==> src/rtl/inference_sequencer.sv <==
// Inference sequencer: streams one image from memory into the dnn, then waits for its class.
// Ports: req_* request handshake, mem_* image reads, x_* pixel stream, class_* dnn result, rsp_* response.
module inference_sequencer #(
  parameter int data_width     = 16,
  parameter int num_pixels     = 784,
  parameter int addr_width     = 16,
  parameter int timeout_cycles = 65535
) (
  input  logic                  clk,
  input  logic                  rst,
  input  logic                  req_valid,
  output logic                  req_ready,
  input  logic [addr_width-1:0] req_base,
  output logic                  mem_rd_en,
  output logic [addr_width-1:0] mem_addr,
  input  logic [data_width-1:0] mem_rd_data,
  output logic [data_width-1:0] x_data,
  output logic                  x_valid,
  input  logic [3:0]            class_id_in,
  input  logic                  class_valid_in,
  output logic                  rsp_valid,
  input  logic                  rsp_ready,
  output logic [3:0]            rsp_class,
  output logic                  rsp_error,
  output logic                  busy,
  output logic [15:0]           infer_count
);

  localparam int PW = (num_pixels > 1) ? $clog2(num_pixels) : 1;
  localparam int TW = (timeout_cycles > 1) ? $clog2(timeout_cycles) : 1;

  localparam logic [1:0] S_IDLE   = 2'd0;
  localparam logic [1:0] S_STREAM = 2'd1;
  localparam logic [1:0] S_WAIT   = 2'd2;
  localparam logic [1:0] S_DONE   = 2'd3;

  logic [1:0]            state_q, state_d;
  logic [PW-1:0]         pix_cnt_q, pix_cnt_d;
  logic [TW-1:0]         tmo_cnt_q, tmo_cnt_d;
  logic                  req_ready_q, req_ready_d;
  logic                  mem_rd_en_q, mem_rd_en_d;
  logic [addr_width-1:0] mem_addr_q, mem_addr_d;
  logic [data_width-1:0] x_data_q, x_data_d;
  logic                  x_valid_q, x_valid_d;
  logic                  rsp_valid_q, rsp_valid_d;
  logic [3:0]            rsp_class_q, rsp_class_d;
  logic                  rsp_error_q, rsp_error_d;
  logic                  busy_q, busy_d;
  logic [15:0]           infer_count_q, infer_count_d;

  always_comb begin
    state_d       = state_q;
    pix_cnt_d     = pix_cnt_q;
    tmo_cnt_d     = tmo_cnt_q;
    mem_addr_d    = mem_addr_q;
    rsp_class_d   = rsp_class_q;
    rsp_error_d   = rsp_error_q;
    infer_count_d = infer_count_q;
    // Read data returns on the edge closing the read cycle, so the
    // pixel beat trails its read strobe by exactly one cycle.
    x_valid_d     = mem_rd_en_q;
    x_data_d      = mem_rd_en_q ? mem_rd_data : x_data_q;
    unique case (state_q)
      S_IDLE: begin
        if (req_valid && req_ready_q) begin
          state_d    = S_STREAM;
          mem_addr_d = req_base;
          pix_cnt_d  = '0;
        end
      end
      S_STREAM: begin
        if (pix_cnt_q == PW'(num_pixels - 1)) begin
          state_d   = S_WAIT;
          tmo_cnt_d = '0;
        end else begin
          pix_cnt_d  = pix_cnt_q + PW'(1);
          mem_addr_d = mem_addr_q + addr_width'(1);
        end
      end
      S_WAIT: begin
        // A result arriving on the timeout cycle still wins.
        if (class_valid_in) begin
          state_d     = S_DONE;
          rsp_class_d = class_id_in;
          rsp_error_d = 1'b0;
        end else if (tmo_cnt_q == TW'(timeout_cycles - 1)) begin
          state_d     = S_DONE;
          rsp_class_d = 4'hF;
          rsp_error_d = 1'b1;
        end else begin
          tmo_cnt_d = tmo_cnt_q + TW'(1);
        end
      end
      S_DONE: begin
        if (rsp_ready) begin
          state_d       = S_IDLE;
          infer_count_d = infer_count_q + 16'd1;
        end
      end
      default: state_d = S_IDLE;
    endcase
    // Status outputs follow the next state so they stay registered.
    req_ready_d = (state_d == S_IDLE);
    busy_d      = (state_d != S_IDLE);
    mem_rd_en_d = (state_d == S_STREAM);
    rsp_valid_d = (state_d == S_DONE);
  end

  always_ff @(posedge clk) begin
    if (!rst) begin
      state_q       <= S_IDLE;
      pix_cnt_q     <= '0;
      tmo_cnt_q     <= '0;
      req_ready_q   <= 1'b1;
      mem_rd_en_q   <= 1'b0;
      mem_addr_q    <= '0;
      x_data_q      <= '0;
      x_valid_q     <= 1'b0;
      rsp_valid_q   <= 1'b0;
      rsp_class_q   <= 4'h0;
      rsp_error_q   <= 1'b0;
      busy_q        <= 1'b0;
      infer_count_q <= 16'd0;
    end else begin
      state_q       <= state_d;
      pix_cnt_q     <= pix_cnt_d;
      tmo_cnt_q     <= tmo_cnt_d;
      req_ready_q   <= req_ready_d;
      mem_rd_en_q   <= mem_rd_en_d;
      mem_addr_q    <= mem_addr_d;
      x_data_q      <= x_data_d;
      x_valid_q     <= x_valid_d;
      rsp_valid_q   <= rsp_valid_d;
      rsp_class_q   <= rsp_class_d;
      rsp_error_q   <= rsp_error_d;
      busy_q        <= busy_d;
      infer_count_q <= infer_count_d;
    end
  end

  assign req_ready   = req_ready_q;
  assign mem_rd_en   = mem_rd_en_q;
  assign mem_addr    = mem_addr_q;
  assign x_data      = x_data_q;
  assign x_valid     = x_valid_q;
  assign rsp_valid   = rsp_valid_q;
  assign rsp_class   = rsp_class_q;
  assign rsp_error   = rsp_error_q;
  assign busy        = busy_q;
  assign infer_count = infer_count_q;

endmodule

==> config.mk <==
export PLATFORM = sky130hd
export DESIGN_NAME = inference_sequencer
export DESIGN_NICKNAME = d
export VERILOG_FILES = /design/src/rtl/inference_sequencer.sv
export SDC_FILE = /design/constraint.sdc
export NUM_CORES = 1
export LEC_CHECK = 0
export ABC_CLOCK_PERIOD_IN_PS = 2100
export CAP_MARGIN = 20
export CORE_UTILIZATION = 36
export DETAILED_ROUTE_END_ITERATION = 12
export GPL_TIMING_DRIVEN = 0
export SLEW_MARGIN = 20
export SYNTH_ARGS = -nofsm -noshare
export SYNTH_HDL_FRONTEND = slang
export SYNTH_SLANG_ARGS = --single-unit
==> constraint.sdc <==
create_clock -name clk -period 2.1 [get_ports clk]
set_clock_uncertainty 0.05 [all_clocks]
set_input_delay 0.21 -clock clk [delete_from_list [all_inputs] [get_ports clk]]
set_output_delay 0.21 -clock clk [all_outputs]
set_load 0.02 [all_outputs]
=== Yosys cells after proc, flatten, opt, wreduce, memory -nomap -nowiden ===
Cells that the tools add are included.

* Register bits after elaboration: 86
* Word-level logic and storage cells: 60
* Bits of input ports: 41
* Output and inout port bits: 58

* Add/subtract/negate cells: 4
* Muxes and demuxes: 20
* Equal/unequal tests: 12
* Reduce and logical (&&, ||, !) cells: 11

{| class="wikitable"
|+ Operators with widths
! kind !! number
|-
| two-way mux 16 bit || 5
|-
| case mux 16 bit (2 select lines) || 2
|-
| adder 16 x 1 -> 16 bit (second input constant) || 3
|-
| two-way mux 10 bit || 2
|-
| case mux 10 bit (2 select lines) || 1
|-
| == test 16 bit (second input constant) || 1
|-
| adder 10 x 1 -> 10 bit (second input constant) || 1
|-
| == test 10 bit (second input constant) || 1
|-
| two-way mux 2 bit || 5
|-
| != test 2 bit (second input constant) || 5
|-
| two-way mux 4 bit || 2
|-
| case mux 2 bit (4 select lines) || 1
|-
| nonzero test 2 bit || 4
|-
| == test 2 bit (second input constant) || 3
|-
| == test 2 x 1 -> 1 bit (second input constant) || 2
|-
| logical NOT 2 bit || 2
|-
| AND reduction 2 bit || 2
|-
| AND reduction 4 bit || 1
|-
| AND reduction 3 bit || 1
|-
| two-way mux 1 bit || 2
|-
| logical AND 1 bit || 1
|}

=== Logic depth before layout (Yosys ltp) ===
* Depth in word-level cells: 5
* Depth in mapped cells: 8
* Mapped depth without buffers: 7

=== Worst setup path after synthesis ===
No wires, ideal clock.

* Kind: register to register
* Start: register pix_cnt_q[0]
* End: register mem_addr_q[14], in the netlist mem_addr[14]
* Data required time: 1.931 ns
* Setup time: 0.119 ns
* Slack: 0.319 ns
* Arrival: 1.612 ns
* Clock period less this slack: 1.781 ns
* Stages on the path, launching flop included: 8
* Buffers on the path: 1
* Path through: dfxtp_1 ha_1 and3_1 nand4_1 nand2_1 buf_2 a21oi_1 o221a_2

* Word-level cells in the longest chain between the ends: 3

{| class="wikitable"
|+ RTL lines
! what !! line !! RTL
|-
| start, declared || 38 || <nowiki>logic [PW-1:0] pix_cnt_q, pix_cnt_d;</nowiki>
|-
| start signal, assigned || 126 || <nowiki>pix_cnt_q <= pix_cnt_d;</nowiki>
|-
| == test 10 bit || 72 || <nowiki>if (pix_cnt_q == PW'(num_pixels - 1)) begin</nowiki>
|-
| != test 2 bit (no source line) || n/a ||
|-
| AND reduction 3 bit (no source line) || n/a ||
|-
| end signal, assigned || 130 || <nowiki>mem_addr_q <= mem_addr_d;</nowiki>
|-
| end, declared || 42 || <nowiki>logic [addr_width-1:0] mem_addr_q, mem_addr_d;</nowiki>
|}

No other way between the ends.
A chain may end at the register's enable or synchronous reset.

=== Worst setup path after layout ===
* Start: register mem_addr_q[7], in the netlist mem_addr[7]
* End: register mem_addr_q[13], in the netlist mem_addr[13]

* Word-level cells in the longest chain between the ends: 3

{| class="wikitable"
|+ RTL lines
! what !! line !! RTL
|-
| adder 16 x 1 -> 16 bit || 77 || <nowiki>mem_addr_d = mem_addr_q + addr_width'(1);</nowiki>
|-
| two-way mux 16 bit || 72 ||
|-
| case mux 16 bit (2 select lines) || 63 || <nowiki>unique case (state_q)</nowiki>
|}

No other way between the ends. The select of a mux whose other input is x is not followed.

==> flow_summary.ini <==
[sta]
rsz0062_at_grt = yes
final_max_slew_viols = 0
period_minus_slack_ns = 2.04
timing.max_slew.rel_slack_pct = 33.0
timing_worst_slew_pin_value_ns = 0.997
final_min_period_over_clock_period_pct = 97.2
final-hold-violation-count = 0
final.setup.tns_ns = 0
worst_hold_slack_ns = 0.272
finalSetupViolations = 0
highest_achievable_clock_rate_mhz = 490

[cts]
cts.htree.levels = 3
tritoncts.num_buffers = 9
clk_latency_ns = 0.35
cts_num_sinks = 86
clock_tree_from_tritoncts = done
worst_setup_hold_path_clk_slew_ns = 0.09
ctsRootBufferMaster = clkbuf_8
post_cts_hold_buffer_count = 0
clock_path_buffers = 2

[logic_synthesis]
area_share_of_xor_xnor_cells_in_the_synthesized_design_pct = 6.96
synth_fa_ha_area_share_pct = 1.60
synth_async_sr_flop_share_pct = 0
seq_area_frac_synth_pct = 44.1
synth-seq-cells = 86
synth.lib_cells_used.distinct = 54
netlist_top_cells_count = dfxtp_1 (86), nor2_1 (70), nand2_1 (40)
yosys-mux-area-fraction_pct = 4.10
synth_simple_gate_area_share_pct = 27.4
combinational_family_with_the_most_area_after_synthesis = simple AND/OR/NAND/NOR gates
synth_edf_count = 0
netlist.top_cell.by_area = dfxtp_1
syn_inst = 452
share_of_the_synthesized_area_in_the_top_cell_type_pct = 44.1
syn_area_per_cell_um2 = 8.63
most_frequent_cell_after_synthesis = dfxtp_1
mappedNetlistArea_um2 = 3900
yosys_warnings = 0
yosys-top-cells-area = dfxtp_1 (44%), nor2_1 (6.7%), xor2_1 (4.3%), mux2i_1 (4.1%), nand2_1 (3.8%)
synth-compound-area-share_pct = 12.8
predominant_post_synthesis_flop_cell = dfxtp_1
postSynthNetCount = 498

[worst_setup_path]
crit_fanout = 8
rr_endpoint = mem_addr[13]$_SDFFE_PN0P_
endpoint_kind = flop
cp_slowest_stage_delay_ns = 0.65
worst_setup_path_startpoint = mem_addr[7]$_SDFFE_PN0P_
timing.critical_path.from_type = flop
cp.required_ns = 2.30
rr_startpoint = mem_addr[7]$_SDFFE_PN0P_
worstPathArrival_ns = 2.24
worstRegToRegCells = 5
critical-path-slowest-cell = nor4_1
startpoint_to_endpoint_class_of_the_critical_path = reg -> reg
cp.depth = 5
cp.buffers_inverters = 1
worstPathCellList = clkbuf_1, nand3_1, nor4_1, a41oi_1, o221a_2
regToRegSetupSlack_ns = 0.06
critPathCapture = mem_addr[13]$_SDFFE_PN0P_
crit_family = simple AND/OR/NAND/NOR gates

[floorplanning]
dieHeight_um = 106
start_util_pct = 37.5
std_cell_rows = 37
ioPinCount = 99
dieArea_um2 = 11300
core_area_um2 = 10400
die_w_um = 106

[global_routing]
global_route_wire_length_before_repair_um = 16600
grt_use_total_pct = 18.5
number_of_global_route_vias_before_repair = 3364
grt_max_degree = 15
number_of_antenna_violations_at_the_first_check_in_global_routing = 0
globalRouteOverflowTotal = 0

[placement]
globalplace.congestion = 0.840
count_of_input_and_output_buffers = 97
post-dp-hpwl_um = 7550
postPlaceCellArea_um2 = 5040

[power]
static-leakage-power_nw = 1.88
fin_total_pwr_mw = 3.45
irDropWorstVdd_mv = 0.373
power.density_cell_area_nw_per_um2 = 652

[layout]
design.final.nets = 606
drive_gt1_share_pct = 8.50
design_area_um2 = 5290
flow.area_growth_from_synthesis_pct = 35.7
antenna_cells_inserted = 0
fin_util_pct = 50.8

[detailed_routing]
routedWlPerCell_um = 14.8
detail_route.drc_violations = 0
routed_via_density = 5.20
initialDrtViolationCount = 172
drt_pre_antenna_iters = 4
routed_wl_um = 10400
antenna_left = 0
vias = 3646

[flow_run]
cap_violations = 0

[status]
status = finished clean

[worst_hold_path]
timing.hold.worst.class = in -> reg
## per-stage QoR
step / std cells / setup WS (ns)
6_report: 701 / 0.0591
5_1_grt: 701 / -0.0134
3_5_place_dp: 685 / -0.201
2_1_floorplan: 452 / 0.319
4_1_cts: 701 / 0.00981
3_3_place_gp: 685 / -0.200
## cell families (layout without fill, tap and decap cells)
family,after synthesis,count (layout)
xor gates and xnor gates,31,31
DFF,86,86
AOI/OAI and AO/OA,75,75
adders and majority gates,5,5
buffers and inverters,29,142
muxes,16,16
and+or+nand+nor,210,210
## how the worst min path moves through the flow
stage	start	endpoint	slack [ns]	depth (start not counted)
after floorplan	mem_rd_data[10]	x_data[10]$_SDFFE_PN0P_	0.31	2
after global placement	pix_cnt_q[1]$_SDFFE_PN0P_	pix_cnt_q[1]$_SDFFE_PN0P_	0.40	2
after detailed placement	pix_cnt_q[1]$_SDFFE_PN0P_	pix_cnt_q[1]$_SDFFE_PN0P_	0.42	2
after CTS	rst	infer_count[15]$_SDFFE_PN0P_	0.26	3
after global routing	rst	infer_count[15]$_SDFFE_PN0P_	0.34	3
final	rst	infer_count[15]$_SDFFE_PN0P_	0.27	3
## flip-flops by register name, indices dropped and copies added (netlist names)
register	cells
busy	1
mem_addr	16
x_data	16
x_valid	1
rsp_error	1
rsp_class	4
state_q	2
mem_rd_en	1
tmo_cnt_q	16
req_ready	1
infer_count	16
pix_cnt_q	10
rsp_valid	1
## final cells by class
cell class,count,area [um2]
buffer,22,95.1
clock buffer,11,141
clock inverter,5,58.8
fill,976,5120
inverter,6,22.5
multi-input combinational,337,2110
sequential,86,1720
tap,136,170
timing repair buffer,98,978
## worst reg2reg max path: cells and delay by family, from the launching register on
family	cells	cell delay, ns
buffers and inverters	1	0.27
and+or+nand+nor	2	0.82
DFF	1	0.34
AOI/OAI and AO/OA	2	0.46
## metal layers
layer | track usage (%) | vias to the layer above | wire (um)
met1 | 24.2 | 1718 | 4820
met5 | 0 | - | 0
li1 | - | 1830 | -
met3 | 5.52 | 6 | 581
met4 | 5.46 | 0 | 74
met2 | 29.3 | 92 | 4920
## cells in the final DEF, fill, tap and decap left out, types with 4 or more instances in the layout
cell,n
mux2i_1,16
clkbuf_1,11
and3_1,14
xnor2_1,12
nand3_1,21
inv_1,5
nor3_1,11
and4_1,5
o21ai_0,13
a21oi_1,27
buf_2,7
dfxtp_1,86
clkdlybuf4s50_1,97
nand4_1,17
or3_1,6
nand2_1,39
o221a_2,7
nor2_1,69
xor2_1,19
ha_1,5
clkbuf_8,10
nor4_2,4
## what timing repair did
action | CTS | global route
pin swaps | 0 | 1
gates resized for setup | 1 | 10
buffers inserted | 0 | 1
setup endpoints to repair | 4 | 29
hold endpoints to repair | 0 | 0
## power breakdown
group	internal [mW]	leakage (nW)	switching [mW]
combinational	0.255	1.09	0.277
clock	0.583	0.0955	0.587
sequential	1.69	0.699	0.0594
total	2.53	1.88	0.924
(Power assumes the default switching activity.)
